[src/rtl/mult_pkg.sv]
// Shared types for the sequential shift-add multiplier.
// Sequencer states and counter sizing helper.
package mult_pkg;

    typedef enum logic [1:0] {
        IDLE  = 2'd0,
        ADD   = 2'd1,
        SHIFT = 2'd2,
        HOLD  = 2'd3
    } state_t;

    function automatic int cnt_w(input int w);
        int r;
        r = $clog2(w);
        return (r < 1) ? 1 : r;
    endfunction

endpackage

[src/rtl/add_sub_n.sv]
// N-bit combinational adder/subtractor.
// Subtraction is done as invert-plus-carry-in; carry out is dropped.
module add_sub_n #(
    parameter int N = 9
) (
    input  logic [N-1:0] a_i,
    input  logic [N-1:0] b_i,
    input  logic         sub_i,
    output logic [N-1:0] s_o
);

    logic [N-1:0] b_x;

    assign b_x = b_i ^ {N{sub_i}};
    assign s_o = a_i + b_x + N'(sub_i);

endmodule

[src/rtl/seq_mult_unit.sv]
// Signed shift-add multiplier: {X,A} accumulator, B multiplier,
// internal multiplicand register and a four-state sequencer.
module seq_mult_unit
    import mult_pkg::*;
#(
    parameter int WIDTH = 8
) (
    input  logic             Clk,
    input  logic             Reset_n,
    input  logic             Clear,
    input  logic             Load,
    input  logic             Start,
    input  logic [WIDTH-1:0] D,
    input  logic [WIDTH-1:0] M,
    output logic [WIDTH-1:0] A,
    output logic [WIDTH-1:0] B,
    output logic             X,
    output logic             Busy,
    output logic             Done
);

    localparam int CW = cnt_w(WIDTH);
    localparam logic [CW-1:0] LAST = CW'(WIDTH - 1);

    state_t           state_q;
    logic             busy_q;
    logic             done_q;

    logic [WIDTH-1:0] a_q, a_d;
    logic [WIDTH-1:0] b_q, b_d;
    logic             x_q, x_d;
    logic [WIDTH-1:0] mreg_q, mreg_d;
    logic [CW-1:0]    cnt_q, cnt_d;

    logic             last;
    logic [WIDTH:0]   sum;

    assign last = (cnt_q == LAST);

    // The top multiplier bit carries negative weight, so the last step subtracts.
    add_sub_n #(
        .N(WIDTH + 1)
    ) u_add_sub (
        .a_i  ({x_q, a_q}),
        .b_i  ({mreg_q[WIDTH-1], mreg_q}),
        .sub_i(last),
        .s_o  (sum)
    );

    always_comb begin
        a_d    = a_q;
        b_d    = b_q;
        x_d    = x_q;
        mreg_d = mreg_q;
        cnt_d  = cnt_q;
        unique case (state_q)
            IDLE: begin
                if (Start) begin
                    a_d    = '0;
                    x_d    = 1'b0;
                    mreg_d = M;
                    cnt_d  = '0;
                end else begin
                    if (Clear) begin
                        a_d = '0;
                        x_d = 1'b0;
                    end
                    if (Load) begin
                        b_d = D;
                    end
                end
            end
            ADD: begin
                if (b_q[0]) begin
                    {x_d, a_d} = sum;
                end
            end
            SHIFT: begin
                a_d = {x_q, a_q[WIDTH-1:1]};
                b_d = {a_q[0], b_q[WIDTH-1:1]};
                if (!last) begin
                    cnt_d = cnt_q + CW'(1);
                end
            end
            HOLD: begin
            end
            default: begin
            end
        endcase
    end

    always_ff @(posedge Clk or negedge Reset_n) begin
        if (!Reset_n) begin
            a_q    <= '0;
            b_q    <= '0;
            x_q    <= 1'b0;
            mreg_q <= '0;
            cnt_q  <= '0;
        end else begin
            a_q    <= a_d;
            b_q    <= b_d;
            x_q    <= x_d;
            mreg_q <= mreg_d;
            cnt_q  <= cnt_d;
        end
    end

    always_ff @(posedge Clk or negedge Reset_n) begin
        if (!Reset_n) begin
            state_q <= IDLE;
            busy_q  <= 1'b0;
            done_q  <= 1'b0;
        end else begin
            unique case (state_q)
                IDLE: begin
                    if (Start) begin
                        state_q <= ADD;
                        busy_q  <= 1'b1;
                        done_q  <= 1'b0;
                    end
                end
                ADD: begin
                    state_q <= SHIFT;
                    busy_q  <= 1'b1;
                    done_q  <= 1'b0;
                end
                SHIFT: begin
                    if (last) begin
                        state_q <= HOLD;
                        busy_q  <= 1'b0;
                        done_q  <= 1'b1;
                    end else begin
                        state_q <= ADD;
                        busy_q  <= 1'b1;
                        done_q  <= 1'b0;
                    end
                end
                HOLD: begin
                    if (!Start) begin
                        state_q <= IDLE;
                        busy_q  <= 1'b0;
                        done_q  <= 1'b0;
                    end
                end
                default: begin
                    state_q <= IDLE;
                    busy_q  <= 1'b0;
                    done_q  <= 1'b0;
                end
            endcase
        end
    end

    assign A    = a_q;
    assign B    = b_q;
    assign X    = x_q;
    assign Busy = busy_q;
    assign Done = done_q;

endmodule

[config.mk]
export PLATFORM = sky130hd
export DESIGN_NAME = seq_mult_unit
export DESIGN_NICKNAME = d
export VERILOG_FILES = /design/src/rtl/mult_pkg.sv /design/src/rtl/add_sub_n.sv /design/src/rtl/seq_mult_unit.sv
export SDC_FILE = /design/constraint.sdc
export NUM_CORES = 1
export LEC_CHECK = 0
export ABC_AREA = 1
export BUFFER_PORTS_ARGS = -buffer_cell sky130_fd_sc_hd__buf_4
export CORE_MARGIN = 8
export CORE_UTILIZATION = 49
export CTS_CLUSTER_SIZE = 12
export DETAILED_ROUTE_END_ITERATION = 8
export PLACE_DENSITY = 0.87
export SYNTH_ARGS = -nofsm -noshare
export SYNTH_HDL_FRONTEND = slang
export SYNTH_SLANG_ARGS = --single-unit
[constraint.sdc]
create_clock -name Clk -period 2.5 [get_ports Clk]
set_clock_uncertainty 0.2 [all_clocks]
set_input_delay 0.5 -clock Clk [delete_from_list [all_inputs] [get_ports Clk]]
set_output_delay 0.5 -clock Clk [all_outputs]
set_load 0.01 [all_outputs]
==> key figures <==
Status
  • Status: complete, no violations

Yosys
  • Avg Inst Size Synth: just over 8 µm²
  • Seq/Total Area, Yosys: 0.409
  • Yosys warns: 0
  • FFs w/ async S/R, synth: 1.00
  • Mapped Nets: around 270
  • Seq cells post-synth: 32
  • Synth unique cells: 32
  • Synth Flop Type: dfrtp_1
  • Mapped Area: a little under 2000 µm²
  • Mapped Cells: ~240
  • Number of synthesized flops with an enable pin: 0

Route
  • First-pass detailed-route iteration total: 4
  • Number of routed nets with antenna violations: 0
  • Drt drc: 0
  • Iter 0 DRT Violations: 128
  • Via count: approximately 1800
  • Routed WL per cell: about 14 µm
  • Drt via density: roughly 5.3
  • Final wirelength: about 4.8 mm

Timing
  • Setup TNS: 0 ns
  • RSZ-0062 raised after global routing: yes
  • Final Cycle Share: 0.971
  • Hold_ws: around 0.24 ns
  • Final Max Slew Viols: 0
  • Final Hold Fails: 0
  • Worst-margin pin slew: around 0.44 ns
  • F_max: about 0.41 GHz
  • Final setup fails: 0
  • Final min period: 2.43 ns
  • Headroom to the max-slew limit: 0.706

Worst setup path
  • Crit path max-delay cell type: dfrtp_1
  • Worst path arrival time: around 2.4 ns
  • Crit path capture type: flop
  • Critical Path Start Type: flop
  • Most frequent CP cell: ha_4
  • CP Data Required Time: about 2.5 ns
  • Register-to-register setup slack: approximately 0.074 ns
  • Reg2reg end: X
  • Max stage delay on crit path: approximately 0.38 ns
  • Critical path type: flop to flop
  • Critical path origin: cnt_q[0]
  • Reg2reg start: cnt_q[0]
  • Crit Path Max Fanout: 6
  • CP endpoint: X
  • Critical-path cell list: ha_2 -> ha_4 -> buf_6 -> xor2_2 -> ha_4 -> a21oi_1 -> o21a_1 -> o21ai_0 -> or2_1 -> nand3_1 -> nand2_1
  • Reg2reg path depth: 11

Floorplanning
  • Die area: about 6300 µm²
  • Initial core utilization: 0.501
  • Std-Cell Rows: 23
  • Die Ht: 79.2 µm
  • Core Box Area: just under 4000 µm²
  • I/O pin cnt: 40
  • Die X-Extent: 79.2 µm

Clock network
  • Clk root buf: clkbuf_8
  • Clk_lat worst skew: around 0.29 ns
  • H-tree depth: 2
  • Num CTS Buffers: 5
  • TritonCTS clock tree: built
  • Clock transition at path regs: approximately 0.07 ns
  • Max Buffers Root-to-Sink: 2
  • Sink Count: 32

Worst hold path
  • Hold WC Path Type: input port to flop
  • HP Start: M[5]

Placement
  • Final HPWL DP: around 3.5 mm
  • Port Buffer Count: 39
  • RD Place Congestion: 0.848

GRT
  • Pin count of the biggest net entering global routing: 33
  • GRT Total Usage: 0.158
  • Global-route wire length before repair: 7.87 mm
  • Initial antenna violation count: 0
  • Number of global-route vias before repair: 1824
  • GR Overflow Total: 0

Power and ir drop
  • P_leak: 0.00129 µW
  • VDD IR max: about 0.00075 V
  • PD cells: around 1200 nW/µm²

Run
  • # Max-Cap Violations: 0

Layout
  • N_diodes: 0
  • Layout area overhead: 26.6%
  • Ratio of cells with drive above 1 in the final layout: 0.272
  • Final nets: around 320
-- worst max-delay path: cells and delay by family (launching register included) --
family,cells,cell delay [ns]
AO/OA/AOI/OAI,3,0.36
XOR/XNOR,1,0.24
adder cells (fa/ha/maj),3,0.64
buffers and inverters,1,0.14
flip-flops,1,0.38
AND/OR/NAND/NOR,3,0.34
-- cell usage in the layout (no fill, tap or decap), types with 7 or more instances in the layout --
master	count
inv_1	21
a21oi_1	7
dfrtp_1	32
o21ai_0	10
a31oi_1	8
buf_4	45
nand3_1	9
nor2_1	19
ha_1	11
nand2_1	70
mux2_2	7
-- synth_stat cells (3+ instances only) --
cell type | instances | area (µm²)
nand2_1 | 73 | 274
dfrtp_1 | 32 | 801
inv_1 | 21 | 78.8
nor2_1 | 20 | 75.1
ha_1 | 14 | 175
o21ai_0 | 11 | 55.1
nand3_1 | 9 | 45.0
a31oi_1 | 8 | 50.1
a21oi_1 | 7 | 35.0
mux2_2 | 7 | 78.8
xor2_1 | 7 | 61.3
o22ai_1 | 3 | 18.8
-- through the flow --
step / instance area (µm²) / worst slack (ns) / power [µW] / std cells / utilization
4_1_cts: 2420 / 0.0386 / 3010 / 336 / 0.620
2_1_floorplan: 1960 / 0.118 / 2050 / 237 / -
6_report: 2480 / 0.0735 / 3050 / 337 / 0.634
3_3_place_gp: 2320 / -0.0106 / 2520 / 327 / 0.593
5_1_grt: 2480 / -0.0292 / 3340 / 337 / 0.634
3_5_place_dp: 2320 / -0.0911 / 2580 / 327 / 0.593
-- layer usage --
layer  global-route usage  share of wire  wire length (µm)
met1                0.176           0.43              2050
met2                0.267           0.49              2360
met3               0.0609          0.066               318
met4               0.0537          0.013                61
met5                    0              0                 0
-- timing repair --
action                                  in CTS  in global routing
endpoints found under the setup margin       6                  6
buffers inserted                             0                  1
hold buffers                                 1                  0
pin swaps                                    0                  3
gates resized for setup                      1                 12
endpoints found under the hold margin       32                  0
-- cell type report --
type                       instances  area [µm²]
inverter                          22        82.6
multi-input combinational        178        1090
tap                               50        62.6
timing repair buffer              47         359
clock buffer                       8        90.1
sequential                        32         801
fill                             338        1430
-- registers in the layout (all words and copies together) (netlist names) --
register and cells:
A 8, B 8, Busy 1, Done 1
X 1, cnt_q 3, mreg_q 8, state_q 2
-- power breakdown --
part	leakage [µW]	switching [µW]	internal [µW]	total [µW]
Sequential	0.000394	185	730	916
Clock	0.0000455	189	224	413
Combinational	0.000855	992	733	1720
Total	0.00129	1370	1690	3050
-- kinds of logic (layout without fill, tap and decap cells) --
kind of cell,after synthesis,count (layout),synth area share
fa+ha+maj,15,15,0.0996
xor+xnor,9,9,0.0441
simple gates,109,109,0.228
buf+inv,27,77,0.0613
mux,7,7,0.0402
compound gates,38,38,0.118
flops,32,32,0.409
-- how the worst min path moves through the flow --
stage / cells after the start / end / slack, ns
after global placement: 1 / B[3] / 0.26
after global routing: 2 / mreg_q[5] / 0.23
after floorplan: 0 / A[0] / 0.004
after CTS: 2 / mreg_q[5] / 0.24
after detailed placement: 1 / B[1] / 0.26
final: 2 / mreg_q[5] / 0.24
No activity file was read; power rests on OpenSTA's default activity.
